$ cat src/rtl/pipe_pkg.sv
// Shared types and constants for the F/D/E(W) pipeline control unit.
//   upd_t         : 2-bit pipeline-register update code (HOLD/ADV/FLUSH)
//   ctrl_state_t  : run/wait/halt controller state
//   RW_*          : E-stage write-class encoding (bit1 selects the float file)
package pipe_pkg;

  localparam int unsigned UPD_W  = 2;
  localparam int unsigned RW_W   = 2;
  localparam int unsigned REG_W  = 6;
  localparam int unsigned IDX_W  = 5;

  typedef logic [UPD_W-1:0] upd_t;

  localparam upd_t UPD_HOLD  = 2'b00;
  localparam upd_t UPD_ADV   = 2'b01;
  localparam upd_t UPD_FLUSH = 2'b10;

  typedef enum logic [1:0] {
    RUN  = 2'd0,
    WAIT = 2'd1,
    HALT = 2'd2
  } ctrl_state_t;

  localparam logic [RW_W-1:0] RW_NONE = 2'b00;
  localparam logic [RW_W-1:0] RW_INT  = 2'b01;
  localparam logic [RW_W-1:0] RW_FLT  = 2'b10;

endpackage

$ cat src/rtl/pipe_ctrl_if.sv
// Bundle between the pipeline datapath and the control unit.
//   master : datapath side; drives decode/execute status, receives update codes
//   slave  : control unit; samples status, drives fd/de/ew updates, pc_we,
//            halted and stalled
interface pipe_ctrl_if #(
  parameter int unsigned WAIT_W = 5
);
  import pipe_pkg::*;

  logic [REG_W-1:0]  d_rs;
  logic [REG_W-1:0]  d_rt;
  logic              d_uses_s;
  logic              d_uses_t;
  logic [WAIT_W-1:0] d_wait_time;
  logic [RW_W-1:0]   de_rw;
  logic [IDX_W-1:0]  de_rd;
  logic              de_is_load;
  logic              de_stop;
  logic              e_redirect;
  logic              restart;

  upd_t              fd_update;
  upd_t              de_update;
  upd_t              ew_update;
  logic              pc_we;
  logic              halted;
  logic              stalled;

  modport master (
    output d_rs, d_rt, d_uses_s, d_uses_t, d_wait_time,
           de_rw, de_rd, de_is_load, de_stop, e_redirect, restart,
    input  fd_update, de_update, ew_update, pc_we, halted, stalled
  );

  modport slave (
    input  d_rs, d_rt, d_uses_s, d_uses_t, d_wait_time,
           de_rw, de_rd, de_is_load, de_stop, e_redirect, restart,
    output fd_update, de_update, ew_update, pc_we, halted, stalled
  );

endinterface

$ cat src/rtl/pipe_ctrl_load_use_detect.sv
// Load-use hazard detect: the decode instruction reads a register that the
// E-stage load will write, so the value cannot be forwarded yet.
//   i_rs/i_rt        : decode sources, bit5 selects the float file
//   i_uses_s/i_uses_t: decode actually reads that source
//   i_rw/i_rd        : E-stage write class and destination
//   i_is_load        : E-stage instruction is a load
//   o_hazard_c       : combinational hazard flag
module load_use_detect
  import pipe_pkg::*;
(
  input  logic [REG_W-1:0] i_rs,
  input  logic [REG_W-1:0] i_rt,
  input  logic             i_uses_s,
  input  logic             i_uses_t,
  input  logic [RW_W-1:0]  i_rw,
  input  logic [IDX_W-1:0] i_rd,
  input  logic             i_is_load,
  output logic             o_hazard_c
);

  logic w_load_writes;
  logic w_s_match;
  logic w_t_match;

  // Same comparison as the forwarding unit: file select plus register index.
  assign w_load_writes = i_is_load && (i_rw != RW_NONE);
  assign w_s_match     = i_uses_s && (i_rw[1] == i_rs[REG_W-1]) && (i_rd == i_rs[IDX_W-1:0]);
  assign w_t_match     = i_uses_t && (i_rw[1] == i_rt[REG_W-1]) && (i_rd == i_rt[IDX_W-1:0]);
  assign o_hazard_c    = w_load_writes && (w_s_match || w_t_match);

endmodule

$ cat src/rtl/pipe_ctrl.sv
// Pipeline control unit for the 3-stage F/D/E(W) core. Produces the update
// codes for the F/D, D/E and E/W registers and the PC write enable, resolving
// multi-cycle execute waits, load-use hazards, redirects and stop.
//   clk, rstn : clock, synchronous active-low reset
//   bus       : pipe_ctrl_if slave (status in, update codes/pc_we/halted/stalled out)
// Outputs are combinational from state, wait counter and inputs.
module pipe_ctrl
  import pipe_pkg::*;
#(
  parameter int unsigned WAIT_W = 5
) (
  input  logic        clk,
  input  logic        rstn,
  pipe_ctrl_if.slave  bus
);

  ctrl_state_t       r_state;
  ctrl_state_t       w_state_nxt;
  logic [WAIT_W-1:0] r_wait_cnt;
  logic [WAIT_W-1:0] w_wait_cnt_nxt;
  logic              w_load_use;

  upd_t              w_fd;
  upd_t              w_de;
  upd_t              w_ew;
  logic              w_pc_we;
  logic              w_halted;
  logic              w_stalled;

  load_use_detect u_lud (
    .i_rs       (bus.d_rs),
    .i_rt       (bus.d_rt),
    .i_uses_s   (bus.d_uses_s),
    .i_uses_t   (bus.d_uses_t),
    .i_rw       (bus.de_rw),
    .i_rd       (bus.de_rd),
    .i_is_load  (bus.de_is_load),
    .o_hazard_c (w_load_use)
  );

  // State and wait-counter register.
  always_ff @(posedge clk) begin
    if (!rstn) begin
      r_state    <= RUN;
      r_wait_cnt <= '0;
    end else begin
      r_state    <= w_state_nxt;
      r_wait_cnt <= w_wait_cnt_nxt;
    end
  end

  // Next state, counter update and update-code decode.
  always_comb begin
    w_fd           = UPD_HOLD;
    w_de           = UPD_HOLD;
    w_ew           = UPD_HOLD;
    w_pc_we        = 1'b0;
    w_halted       = 1'b0;
    w_stalled      = 1'b0;
    w_state_nxt    = r_state;
    w_wait_cnt_nxt = r_wait_cnt;

    if (!rstn) begin
      w_state_nxt    = RUN;
      w_wait_cnt_nxt = '0;
    end else begin
      case (r_state)
        HALT: begin
          w_halted = 1'b1;
          if (bus.restart) w_state_nxt = RUN;
        end

        WAIT: begin
          // E keeps executing; E/W gets bubbles until the last wait cycle.
          w_ew      = UPD_FLUSH;
          w_stalled = 1'b1;
          if (r_wait_cnt != '0) w_wait_cnt_nxt = r_wait_cnt - WAIT_W'(1);
          if (r_wait_cnt <= WAIT_W'(1)) w_state_nxt = RUN;
        end

        default: begin
          if (bus.de_stop) begin
            w_fd        = UPD_FLUSH;
            w_de        = UPD_FLUSH;
            w_ew        = UPD_ADV;
            w_state_nxt = HALT;
          end else if (bus.e_redirect) begin
            w_fd    = UPD_FLUSH;
            w_de    = UPD_FLUSH;
            w_ew    = UPD_ADV;
            w_pc_we = 1'b1;
          end else if (w_load_use) begin
            // Bubble into E; the load moves on so the hazard clears next cycle.
            w_fd      = UPD_HOLD;
            w_de      = UPD_FLUSH;
            w_ew      = UPD_ADV;
            w_stalled = 1'b1;
          end else begin
            w_fd    = UPD_ADV;
            w_de    = UPD_ADV;
            w_ew    = UPD_ADV;
            w_pc_we = 1'b1;
          end
        end
      endcase

      // The counter follows what enters E: a new instruction loads its wait
      // time, a bubble clears it.
      if (w_de == UPD_ADV) begin
        w_wait_cnt_nxt = bus.d_wait_time;
        if (bus.d_wait_time != '0) w_state_nxt = WAIT;
      end else if (w_de == UPD_FLUSH) begin
        w_wait_cnt_nxt = '0;
      end
    end
  end

  assign bus.fd_update = w_fd;
  assign bus.de_update = w_de;
  assign bus.ew_update = w_ew;
  assign bus.pc_we     = w_pc_we;
  assign bus.halted    = w_halted;
  assign bus.stalled   = w_stalled;

endmodule

$ cat src/flat_wrapper.sv
// flat-port wrapper written by rule: the top's interface ports become plain ports
module pipe_ctrl_flat import pipe_pkg::*;
#(
  parameter int unsigned WAIT_W = 5
)
  (clk, rstn, bus_d_rs, bus_d_rt, bus_d_uses_s, bus_d_uses_t, bus_d_wait_time, bus_de_rw, bus_de_rd, bus_de_is_load, bus_de_stop, bus_e_redirect, bus_restart, bus_fd_update, bus_de_update, bus_ew_update, bus_pc_we, bus_halted, bus_stalled);
  pipe_ctrl_if #(.WAIT_W(WAIT_W)) bus_i ();
  input  logic clk;
  input  logic rstn;
  input wire logic [$bits(bus_i.d_rs)-1:0] bus_d_rs;
  input wire logic [$bits(bus_i.d_rt)-1:0] bus_d_rt;
  input wire logic [$bits(bus_i.d_uses_s)-1:0] bus_d_uses_s;
  input wire logic [$bits(bus_i.d_uses_t)-1:0] bus_d_uses_t;
  input wire logic [$bits(bus_i.d_wait_time)-1:0] bus_d_wait_time;
  input wire logic [$bits(bus_i.de_rw)-1:0] bus_de_rw;
  input wire logic [$bits(bus_i.de_rd)-1:0] bus_de_rd;
  input wire logic [$bits(bus_i.de_is_load)-1:0] bus_de_is_load;
  input wire logic [$bits(bus_i.de_stop)-1:0] bus_de_stop;
  input wire logic [$bits(bus_i.e_redirect)-1:0] bus_e_redirect;
  input wire logic [$bits(bus_i.restart)-1:0] bus_restart;
  output wire logic [$bits(bus_i.fd_update)-1:0] bus_fd_update;
  output wire logic [$bits(bus_i.de_update)-1:0] bus_de_update;
  output wire logic [$bits(bus_i.ew_update)-1:0] bus_ew_update;
  output wire logic [$bits(bus_i.pc_we)-1:0] bus_pc_we;
  output wire logic [$bits(bus_i.halted)-1:0] bus_halted;
  output wire logic [$bits(bus_i.stalled)-1:0] bus_stalled;
  assign bus_i.d_rs = bus_d_rs;
  assign bus_i.d_rt = bus_d_rt;
  assign bus_i.d_uses_s = bus_d_uses_s;
  assign bus_i.d_uses_t = bus_d_uses_t;
  assign bus_i.d_wait_time = bus_d_wait_time;
  assign bus_i.de_rw = bus_de_rw;
  assign bus_i.de_rd = bus_de_rd;
  assign bus_i.de_is_load = bus_de_is_load;
  assign bus_i.de_stop = bus_de_stop;
  assign bus_i.e_redirect = bus_e_redirect;
  assign bus_i.restart = bus_restart;
  assign bus_fd_update = bus_i.fd_update;
  assign bus_de_update = bus_i.de_update;
  assign bus_ew_update = bus_i.ew_update;
  assign bus_pc_we = bus_i.pc_we;
  assign bus_halted = bus_i.halted;
  assign bus_stalled = bus_i.stalled;
  pipe_ctrl #(.WAIT_W(WAIT_W)) u_core (.clk(clk), .rstn(rstn), .bus(bus_i));
endmodule
$ cat config.mk
export PLATFORM = sky130hd
export DESIGN_NAME = pipe_ctrl_flat
export DESIGN_NICKNAME = d
export VERILOG_FILES = /design/src/rtl/pipe_pkg.sv /design/src/rtl/pipe_ctrl_if.sv /design/src/rtl/pipe_ctrl_load_use_detect.sv /design/src/rtl/pipe_ctrl.sv /design/src/flat_wrapper.sv
export SDC_FILE = /design/constraint.sdc
export NUM_CORES = 1
export LEC_CHECK = 0
export CORE_MARGIN = 2
export CORE_UTILIZATION = 43
export CTS_BUF_LIST = sky130_fd_sc_hd__clkbuf_8
export DETAILED_ROUTE_END_ITERATION = 10
export PLACE_DENSITY = 0.88
export REMOVE_ABC_BUFFERS = 1
export SETUP_SLACK_MARGIN = 0.05
export SYNTH_ARGS = -nofsm -noshare
export SYNTH_HDL_FRONTEND = slang
export SYNTH_SLANG_ARGS = --single-unit
$ cat constraint.sdc
create_clock -name clk -period 4.4 [get_ports clk]
set_input_delay 0.44 -clock clk [delete_from_list [all_inputs] [get_ports clk]]
set_output_delay 0.44 -clock clk [all_outputs]
set_load 0.03 [all_outputs]
# After elaboration in Yosys (flattened, before gate mapping)
# Cells that the tools add are included.
[totals]
reg_bits = 7
in_bits = 32
output_inout_bits = 9
wordCells = 61
[classes]
n_addsub = 1
magnitude_cmp = 1
n_eq_ne = 8
mux = 35
n_reduce_logical = 14
[op_table]
columns = ["cell", "count"]
rows = [
  ["$mux 2", 16],
  ["$mux 5", 4],
  ["$mux 1", 12],
  ["$eq 5x5->1", 2],
  ["$reduce_bool 5->1", 2],
  ["$pmux 2 s2", 2],
  ["$logic_and 1x1->1", 6],
  ["$reduce_bool 3->1", 2],
  ["$le 5x1->1 const B", 1],
  ["$sub 5x1->5 const B", 1],
  ["$eq 2x1->1 const B", 2],
  ["$eq 2x2->1 const B", 2],
  ["$eq 1x1->1", 2],
  ["$pmux 1 s2", 1],
  ["$reduce_and 2->1", 1],
  ["$reduce_bool 2->1", 1],
  ["$reduce_or 2->1", 1],
  ["$logic_or 1x1->1", 1],
]

# Logic depth before layout (Yosys ltp)
# Gate-level depths: netlist (run 1).
[logic_depth]
ltp_word = 13
depth_mapped = 7
mapped_depth_nobuf = 7

# Hierarchy
# From an unflattened synthesis (run 1), not the netlist that was laid out.
[unflattened]
hier_cells = 89
area_unflattened_um2 = 718.2
[by_module_without_submodules]
columns = ["module", "n_inst", "cells_each", "area_per_inst_um2", "seq_area_each_um2"]
rows = [
  ["pipe_ctrl", 1, 72, 570.5, 140.1],
  ["load_use_detect", 1, 17, 147.6, 0.0],
]

# Worst setup path after synthesis (run 1)
# OpenSTA, ideal clock, no wires.
[synth_path]
path_kind = "input port to output port"
from = "input bus_de_rw[1]"
to = "output bus_fd_update[0]"
arrival_time_ps = 1695
required_ps = 3960
path_slack_ps = 2265
path_stages = 4
n_path_buf = 1
path_cell_list = "o21ai_1 -> o21ai_0 -> nor2_1 -> buf_4"
[synth_via]
elab_chain_len = 10
elab_cells_between_ends = 15
cone_classes = "eq/ne (2); mux (5); reduce/logical (8)"
[synth_rtl]
columns = ["element", "line", "source"]
rows = [
  ["start, declared", "flat_wrapper.sv:15", "input wire logic [$bits(bus_i.de_rw)-1:0] bus_de_rw;"],
  ["$eq 1x1->1 (on tied branches)", "pipe_ctrl_load_use_detect.sv:27, pipe_ctrl_load_use_detect.sv:28", ""],
  ["$logic_and 1x1->1 (on tied branches) (2 in a row)", "pipe_ctrl_load_use_detect.sv:27, pipe_ctrl_load_use_detect.sv:28", ""],
  ["$logic_or 1x1->1", "pipe_ctrl_load_use_detect.sv:29", "assign o_hazard_c = w_load_writes && (w_s_match || w_t_match);"],
  ["$logic_and 1x1->1 (*)", "pipe_ctrl_load_use_detect.sv:29", ""],
  ["$mux 1 (*)", "pipe_ctrl.sv:92", "end else if (w_load_use) begin"],
  ["$mux 2 (*)", "pipe_ctrl.sv:87", "end else if (bus.e_redirect) begin"],
  ["$mux 2 (*)", "pipe_ctrl.sv:82", "if (bus.de_stop) begin"],
  ["$mux 2 (*)", "pipe_ctrl.sv:67", "case (r_state)"],
  ["$mux 2 (*)", "pipe_ctrl.sv:63", "if (!rstn) begin"],
  ["end, declared", "flat_wrapper.sv:21", "output wire logic [$bits(bus_i.fd_update)-1:0] bus_fd_update;"],
]
# Mark *: on every way between the ends. The rest lies on a longest branch, timed or not.

# Final worst setup path (run 1)
[layout_path]
from = "input bus_de_rw[1]"
to = "output bus_stalled"
[layout_via]
elab_chain_len = 10
elab_cells_between_ends = 15
cone_classes = "eq/ne (2); mux (5); reduce/logical (8)"
[layout_rtl]
columns = ["element", "line", "source"]
rows = [
  ["$eq 1x1->1 (on tied branches)", "pipe_ctrl_load_use_detect.sv:27, pipe_ctrl_load_use_detect.sv:28", ""],
  ["$logic_and 1x1->1 (on tied branches) (2 in a row)", "pipe_ctrl_load_use_detect.sv:27, pipe_ctrl_load_use_detect.sv:28", ""],
  ["$logic_or 1x1->1", "pipe_ctrl_load_use_detect.sv:29", ""],
  ["$logic_and 1x1->1 (*)", "pipe_ctrl_load_use_detect.sv:29", ""],
  ["$mux 1 (*)", "pipe_ctrl.sv:92", ""],
  ["$mux 1 (*)", "pipe_ctrl.sv:87", ""],
  ["$mux 1 (*)", "pipe_ctrl.sv:82", ""],
  ["$pmux 1 s2 (*)", "pipe_ctrl.sv:67", ""],
  ["$mux 1 (*)", "pipe_ctrl.sv:63", ""],
  ["end, declared", "flat_wrapper.sv:26", "output wire logic [$bits(bus_i.stalled)-1:0] bus_stalled;"],
]
# Marks and branches as above.

==> metrics.md, run 1 <==
| Metric | Value |
|---|---|
| DR vias | 886 |
| Placed cell count | 152 |
| Placed Area | 1155 um^2 |
| Share of cells above drive strength 1 | 5.036% |
| RSZ-0062 raised after global routing | no |
| CTS tree | built |
| Synth top area share | 18.73% |
| Met1 usage | 21.05% |
| Deepest clock path buffer count | 2 |
| Routed len/inst | 13.92 um |
| Outcome | completed |
| Die Wd | 45.72 um |
| Post-layout util | 71.04% |
| Postcts setup bufs | 0 |
| Top_reg_cell synth | dfxtp_1 |
| H-tree depth | 1 |
| Synth area leader | dfxtp_1 |
| CP endpoint kind | output pin |
| Measured slew at the worst slew-check pin | 568.2 ps |
| CP Class | in -> out |
| N_diodes | 0 |
| Total grt overflow | 0 |
| Final Slew Violations | 0 |
| Cts bufs inserted | 3 |
| Resize count post-CTS | 0 |
| Final Instance Area | 1200 um^2 |
| Total global-route track usage | 20.32% |
| Worst Path Max Fanout | 8 |
| Leak | 0.4307 nW |
| Clock slew at reported path FFs | 40 ps |
| Seq cells post-synth | 7 |
| Critical Path Start Type | input pin |
| Power Dens Cells | 364.8 nW/um^2 |
| Row cnt | 15 |
| IO Pins | 41 |
| Busiest grt layer | met2 |
| Height of the die | 45.72 um |
| Via count of the first global-routing pass | 737 |
| Via density | 5.679 |
| Yosys cell types | 28 |
| Worst slack, placed | 1367 ps |
| # clock sinks | 7 |
| Sequential area share after synthesis | 18.73% |
| # DRC | 0 |
| EDFF count, synth | 0 |
| Synth cell count leaders | 14 x xnor2_1, 10 x nor2_1, 7 x dfxtp_1, 7 x inv_1 |
| Worst skew pair latency | 230 ps |
| Initial antenna violation count | 0 |
| Most common cell in the netlist | xnor2_1 |
| WL final | 2172 um |
| GP Congestion | 0.7910 |
| Synth area leaders | dfxtp_1 19%, xnor2_1 16%, ha_1 10% |
| Layout Area Growth over Synthesis | 60.37% |
| Final hold violations | 0 |
| Post-synthesis cell area | 748.2 um^2 |
| Antenna Nets Post-Route | 0 |
| DR pass1 iterations | 4 |
| DP Wirelength | 1708 um |
| Max-cap violations | 0 |
| Async set or reset register ratio after synthesis | 0% |
| Synth warn | 0 |
| Period utilization | 68.66% |
| Setup violators final | 0 |
| Total power | 0.4377 mW |
| Skew final | 4.492 ps |
| WP data required | 3960 ps |
| Setup TNS | 0 ps |
| Slew margin rel. | 61.87% |
| Hold slack | 551.7 ps |
| Die Area | 2090 um^2 |
| PnR worst setup slack | 1379 ps |
| Detailed Route Iter0 Violations | 10 |
| Core area | 1689 um^2 |
| Arr. time, crit path | 2580 ps |
| Clock Tree Root | clkbuf_8 |
| Worst vdd ir | 0.0002610 V |
| Post-route minimum period | 3021 ps |
| Met3 Use GR | 4.762% |
| IO Port Bufs | 40 |
| Fin nets | 178 |
| Grt met2 use | 37.46% |
| Initial core utilization | 44.30% |
| Max Fclk | 331.0 MHz |
| Global-route wire length before repair | 3029 um |
| Synth Area per Inst | 7.635 um^2 |
| Hold_buf cts | 0 |
| Cell Count, Final, Fillers Out | 156 |
| Largest net degree at the start of global routing | 17 |
| Worst Hold Class | reg -> reg |
| Cell count after synthesis | 98 |
-- path summary, 6_finish.rpt --
| path | cells past startpoint | endpoint | slack [ps] | startpoint |
|---|---|---|---|---|
| worst max-delay path | 7 | bus_stalled | 1380 | bus_de_rw[1] |
| worst min-delay path | 2 | u_core.r_state[0] | 550 | u_core.r_state[0] |
| worst max register to register | 6 | u_core.r_wait_cnt[0] | 2410 | u_core.r_state[0] |
| worst min register to register | 2 | u_core.r_state[0] | 550 | u_core.r_state[0] |
-- flip-flops by register name, summed over array words and instances (netlist names) --
| signal | count |
|---|---|
| u_core.r_wait_cnt | 5 |
| u_core.r_state | 2 |
-- kinds of logic after synthesis --
family          after synthesis  synth area share (%)
buf+inv                      10                 5.520
xor+xnor                     14                 16.39
fa+ha+maj                     6                 10.03
simple gates                 32                 21.24
flops                         7                 18.73
compound gates               29                 28.09
-- placed cells by master (no fill, tap or decap), types with 5 or more instances in the layout --
cell type and n:
a21oi_1 5, clkdlybuf4s50_1 40, dfxtp_1 7, ha_1 6, inv_1 8, nand2_1 6, nor2_1 10, o21ai_0 6
xnor2_1 14
-- routing by layer --
metal	vias to the layer above	routed length [um]
met2	34	1045
met4	0	42
met3	5	182
met1	412	900
li1	435	-
met5	-	0
-- final cells by class --
| cell class | instances | area (um^2) |
|---|---|---|
| well taps | 17 | 21.27 |
| clock inverters | 1 | 3.754 |
| clock buffers | 3 | 41.29 |
| inverters | 7 | 26.28 |
| multi-input cells | 81 | 566.8 |
| flip-flops and latches | 7 | 140.1 |
| repair buffers | 40 | 400.4 |
| fillers | 137 | 489.2 |
-- report_power, final --
| part | total (mW) | internal (mW) | leakage [nW] | switching [mW] |
|---|---|---|---|---|
| Clock | 0.0908 | 0.0605 | 0.0269 | 0.0303 |
| Combinational | 0.243 | 0.118 | 0.346 | 0.125 |
| Sequential | 0.104 | 0.0814 | 0.0576 | 0.0231 |
| Total | 0.438 | 0.260 | 0.431 | 0.178 |
-- critical path, stage by stage --
cell and delay (ps):
clkdlybuf4s50_1 530, xnor2_1 130, nand4_1 100, o22a_2 290, o32ai_1 270, and2_1 150, clkdlybuf4s50_1 660
Note: power is estimated with default switching activity, not from simulation.
==> inputs of run 2 (changes only) <==
CORE_UTILIZATION = 40   (was 43)
PLACE_DENSITY = 0.82   (was 0.88)
clock period = 2.85 ns   (was 4.4 ns; I/O delays follow)
==> run 2 against run 1 <==
Effect of this change: register-to-register slack worse by 1400 ps; die area rose by 6.8%; critical path depth did not move; power is 55% higher; largest cell class unchanged.
==> metrics.md, run 2 (synthesis results as in run 1) <==
| Metric | Value |
|---|---|
| Final Slew Violations | 0 |
| Critical Path Start Type | input pin |
| Skew final | 2.957 ps |
| Cts bufs inserted | 3 |
| Placed Area | 1195 um^2 |
| Commonest non-fill, non-tap cell in the layout | clkdlybuf4s50_1 |
| Max incr delay on CP | 670 ps |
| # clock sinks | 7 |
| Multi-input gate area | 566.8 um^2 |
| Via density | 5.244 |
| Worst path cell trace | clkdlybuf4s50_1 > xnor2_1 > nand4_1 > o22a_2 > o21a_1 > nor2_1 > clkdlybuf4s50_1 |
| Max-cap violations | 0 |
| WP data required | 2570 ps |
| Total power | 0.6794 mW |
| Post-route minimum period | 2631 ps |
| Initial core utilization | 42.87% |
| Clock Tree Root | clkbuf_8 |
| Power Dens Cells | 546.3 nW/um^2 |
| Detailed Route Iter0 Violations | 8 |
| WL final | 2169 um |
| IO Pins | 41 |
| Critical path's slowest cell | clkdlybuf4s50_1 |
| Deepest clock path buffer count | 2 |
| Worst skew pair latency | 230 ps |
| Leak | 0.4667 nW |
| DR vias | 881 |
| DR pass1 iterations | 4 |
| Largest net degree at the start of global routing | 14 |
| Height of the die | 47.25 um |
| Measured slew at the worst slew-check pin | 508.8 ps |
| CP Class | in -> out |
| Initial antenna violation count | 0 |
| Largest regs | u_core.r_wait_cnt: 5 flops, u_core.r_state: 2 flops |
| Max Fclk | 380.1 MHz |
| CP delay by family, top | buffers and inverters |
| Die Wd | 47.25 um |
| Fin nets | 182 |
| Setup violators final | 0 |
| Share of cells above drive strength 1 | 8.392% |
| CP endpoint kind | output pin |
| Core area | 1745 um^2 |
| # fillers | 142 |
| H-tree depth | 1 |
| CTS tree | built |
| Arr. time, crit path | 2350 ps |
| IO Port Bufs | 40 |
| Reg area | 140.1 um^2 |
| DP Wirelength | 1805 um |
| Routed len/inst | 12.91 um |
| N_diodes | 0 |
| Die Area | 2233 um^2 |
| Worst Path Max Fanout | 8 |
| Postcts setup bufs | 0 |
| GP Congestion | 0.7997 |
| Worst vdd ir | 0.0004992 V |
| RSZ-0062 raised after global routing | no |
| Largest Register | u_core.r_wait_cnt |
| # DRC | 0 |
| Final Instance Area | 1244 um^2 |
| Hold slack | 519.8 ps |
| Worst Hold Class | reg -> reg |
| Antenna Nets Post-Route | 0 |
| Final hold violations | 0 |
| Layout Area Growth over Synthesis | 66.22% |
| Outcome | completed |
| Via count of the first global-routing pass | 801 |
| Commonest cells after routing, fill and taps aside | 39 x clkdlybuf4s50_1, 14 x xnor2_1, 10 x nor2_1, 7 x inv_1, 7 x dfxtp_1 |
| Total grt overflow | 0 |
| Total global-route track usage | 21.06% |
| Clock slew at reported path FFs | 40 ps |
| Setup TNS | 0 ps |
| Largest register FFs | 5 |
| Slew margin rel. | 65.85% |
| Period utilization | 92.31% |
| Critical path buffers and inverters | 2 |
| Global-route wire length before repair | 3325 um |
| Row cnt | 15 |
| Most used cell, CP | clkdlybuf4s50_1 |
-- run 2: changes by cell type in the layout (fill, tap and decap cells not counted), sizes merged --
cell	previous run	this run
dlymetal6s2s	0	1
clkinv	0	1
clkdlybuf4s50	40	39
buf	0	4
inv	8	7
-- run 2: path summary, 6_finish.rpt --
check / start / endpoint / slack [ps] / cells after the start
min: u_core.r_state[0] / u_core.r_state[0] / 520 / 2
max: bus_de_rw[1] / bus_de_update[1] / 220 / 7
max reg2reg: u_core.r_state[0] / u_core.r_wait_cnt[0] / 970 / 7
min reg2reg: u_core.r_state[0] / u_core.r_state[0] / 520 / 2
-- run 2: stage by stage --
step / util, % / worst slack, ps / std cells
floorplan: - / 669.4 / 95
global placement: 68.46 / 157.0 / 164
detailed placement: 68.46 / 102.9 / 164
CTS: 71.11 / 98.89 / 168
global route: 71.25 / 82.60 / 168
finish: 71.25 / 219.1 / 168
-- run 2: what timing repair did --
action,CTS,global route
gates resized for setup,0,1
setup endpoints to repair,0,1
hold endpoints to repair,0,0
hold buffers,0,0
-- run 2: layout make-up --
cell class	instances	share of cell area, %
Sequential cell	7	11.27
Inverter	7	2.113
Clock inverter	1	0.4024
Tap cell	25	2.515
Clock buffer	3	3.320
Multi-Input combinational cell	81	45.57
Timing Repair Buffer	44	34.81
-- run 2: tightest hold or removal path, cell delays in order (launching register included) --
cell	delay, ps
dfxtp_1	330
nand2_1	70
o32ai_1	60
-- run 2: where the power goes --
part | switching, mW | internal [mW]
Combinational | 0.191 | 0.188
Clock | 0.0464 | 0.0949
Sequential | 0.0343 | 0.125
Total | 0.271 | 0.408
-- run 2: layer usage --
metal,routed length (um),part of all wire [%],GRT usage (%)
met5,0,0,0
met4,18,0.83,10.00
met3,291,13,5.000
met2,1068,49,38.65
met1,790,36,22.20
==> inputs of run 3 (changes only) <==
CORE_ASPECT_RATIO = 1.4   (was not set)
==> run 3 against run 2 <==
Effect of this change: global-route usage grew 0.080 points; via count grew 3.3%; sequential share of layout area grew 0.068 points; die area grew 0.21%; critical path type unchanged; sequential power is essentially flat; largest power group unchanged; final cell count shrank 3.0%; utilization shrank 0.88 points; count of clock-buffer cells in the layout is the same; sequential cell count is the same.
==> metrics.md, run 3 (synthesis results as in run 1) <==
| Metric | Value |
|---|---|
| Final Slew Violations | 0 |
| H-tree depth | 1 |
| Skew final | 6.813 ps |
| Cts bufs inserted | 3 |
| Total grt overflow | 0 |
| Via density | 5.583 |
| Slew margin rel. | 63.90% |
| Setup TNS | 0 ps |
| Clock share of power | 20.6% |
| # fillers | 142 |
| Final Instance Area | 1236 um^2 |
| Critical Path Start Type | input pin |
| Outcome | completed |
| DR pass1 iterations | 4 |
| Sequential share of power | 23.7% |
| Largest net degree at the start of global routing | 14 |
| Height of the die | 55.18 um |
| Largest Register | u_core.r_wait_cnt |
| Reg area | 140.1 um^2 |
| Routed len/inst | 14.05 um |
| CP Class | in -> out |
| RSZ-0062 raised after global routing | no |
| Hold_buf cts | 0 |
| NetSw | 0.2746 mW |
| Global-route wire length before repair | 3187 um |
| Worst vdd ir | 0.0004605 V |
| Commonest non-fill, non-tap cell in the layout | clkdlybuf4s50_1 |
| Clock Tree Root | clkbuf_8 |
| Worst skew pair latency | 230 ps |
| Via count of the first global-routing pass | 836 |
| Switching share of total power | 40.30% |
| Share of cells above drive strength 1 | 7.692% |
| Clock slew at reported path FFs | 40 ps |
| Commonest cells after routing, fill and taps aside | 39 x clkdlybuf4s50_1, 14 x xnor2_1, 10 x nor2_1, 8 x inv_1, 7 x dfxtp_1 |
| Initial core utilization | 42.59% |
| DP Wirelength | 1875 um |
| Largest register FFs | 5 |
| # DRC | 0 |
| Worst Path Max Fanout | 8 |
| Period utilization | 91.68% |
| Die Area | 2237 um^2 |
| Multi-input gate area | 566.8 um^2 |
| Post-route minimum period | 2613 ps |
| Die Wd | 40.55 um |
| Core area | 1757 um^2 |
| WP data required | 2570 ps |
| DR vias | 910 |
| Measured slew at the worst slew-check pin | 537.9 ps |
| Final hold violations | 0 |
| Arr. time, crit path | 2330 ps |
| Worst Hold Class | reg -> reg |
| IO Port Bufs | 40 |
| Critical path buffers and inverters | 2 |
| CTS tree | built |
| Max incr delay on CP | 670 ps |
| Row cnt | 18 |
| # clock sinks | 7 |
| CP endpoint kind | output pin |
| CP delay by family, top | buffers and inverters |
| Worst path cell trace | clkdlybuf4s50_1 > xnor2_1 > nand4_1 > o22a_2 > o21a_1 > nor2_1 > clkdlybuf4s50_1 |
| Placed Area | 1189 um^2 |
| Total internal power | 0.4069 mW |
| Max Fclk | 382.7 MHz |
| GP Congestion | 0.6930 |
| Postcts setup bufs | 0 |
| Largest regs | u_core.r_wait_cnt: 5 flops, u_core.r_state: 2 flops |
| Max-cap violations | 0 |
| Detailed Route Iter0 Violations | 27 |
| N_diodes | 0 |
| Setup violators final | 0 |
| Antenna Nets Post-Route | 0 |
| Critical path's slowest cell | clkdlybuf4s50_1 |
| Layout Area Growth over Synthesis | 65.22% |
| Leak | 0.4681 nW |
| Total global-route track usage | 21.14% |
| Power Dens Cells | 551.3 nW/um^2 |
| IO Pins | 41 |
| Resize count post-CTS | 0 |
| Initial antenna violation count | 0 |
| Gate power share | 55.7% |
| Most used cell, CP | clkdlybuf4s50_1 |
| Fin nets | 182 |
| WL final | 2290 um |
| Deepest clock path buffer count | 2 |
## run 3: cell count changes in the layout (fill, tap and decap cells not counted)
cell	before	now
o21ai_1	1	2
o21ai_0	6	5
clkinv_2	1	0
inv_1	7	8
## run 3: power by group through the flow
stage | combinational [mW] | clock [mW] | sequential (mW)
floorplan | 0.253 | 0 | 0.153
CTS | 0.381 | 0.138 | 0.162
finish | 0.380 | 0.140 | 0.162
global route | 0.421 | 0.147 | 0.166
detailed placement | 0.377 | 0 | 0.162
global placement | 0.367 | 0 | 0.159
## run 3: final timing paths
path | endpoint | cells after the start | slack (ps) | from
worst max-delay path | bus_de_update[1] | 7 | 240 | bus_de_rw[1]
worst min-delay path | u_core.r_state[0] | 2 | 530 | u_core.r_state[0]
worst max register to register | u_core.r_wait_cnt[0] | 7 | 960 | u_core.r_state[0]
worst min register to register | u_core.r_state[0] | 2 | 530 | u_core.r_state[0]
## run 3: area by class of cell
class	instances	area share [%]
inverters	7	2.125
repair buffers	44	35.02
clock inverters	1	0.3036
flip-flops and latches	7	11.34
multi-input cells	81	45.85
well taps	20	2.024
clock buffers	3	3.340
## run 3: worst reg2reg max path, delay by kind of cell (launching register included)
family          cells  cell delay [ps]
compound gates      3              730
flops               1              380
fa+ha+maj           1              340
buf+inv             2              270
simple gates        1               70
## run 3: metrics by stage
step                instances  utilization (%)  hold WS, ps  setup WS [ps]  power (mW)
global placement          159            67.66        501.8          149.4      0.5263
floorplan                  95                -        401.9          669.4      0.4064
finish                    163            70.37        528.8          237.0      0.6815
global route              163            70.37        529.2          104.9      0.7344
detailed placement        159            67.66        501.8          126.4      0.5399
CTS                       163            70.23        526.8          123.9      0.6805
## run 3: metal layers
layer  GRT usage (%)  vias up  part of all wire (%)
li1                -      441                     -
met3           5.600       11                    14
met1           18.83      412                    33
met4           15.56        0                   3.8
met2           38.36       46                    49
met5               0        -                     0
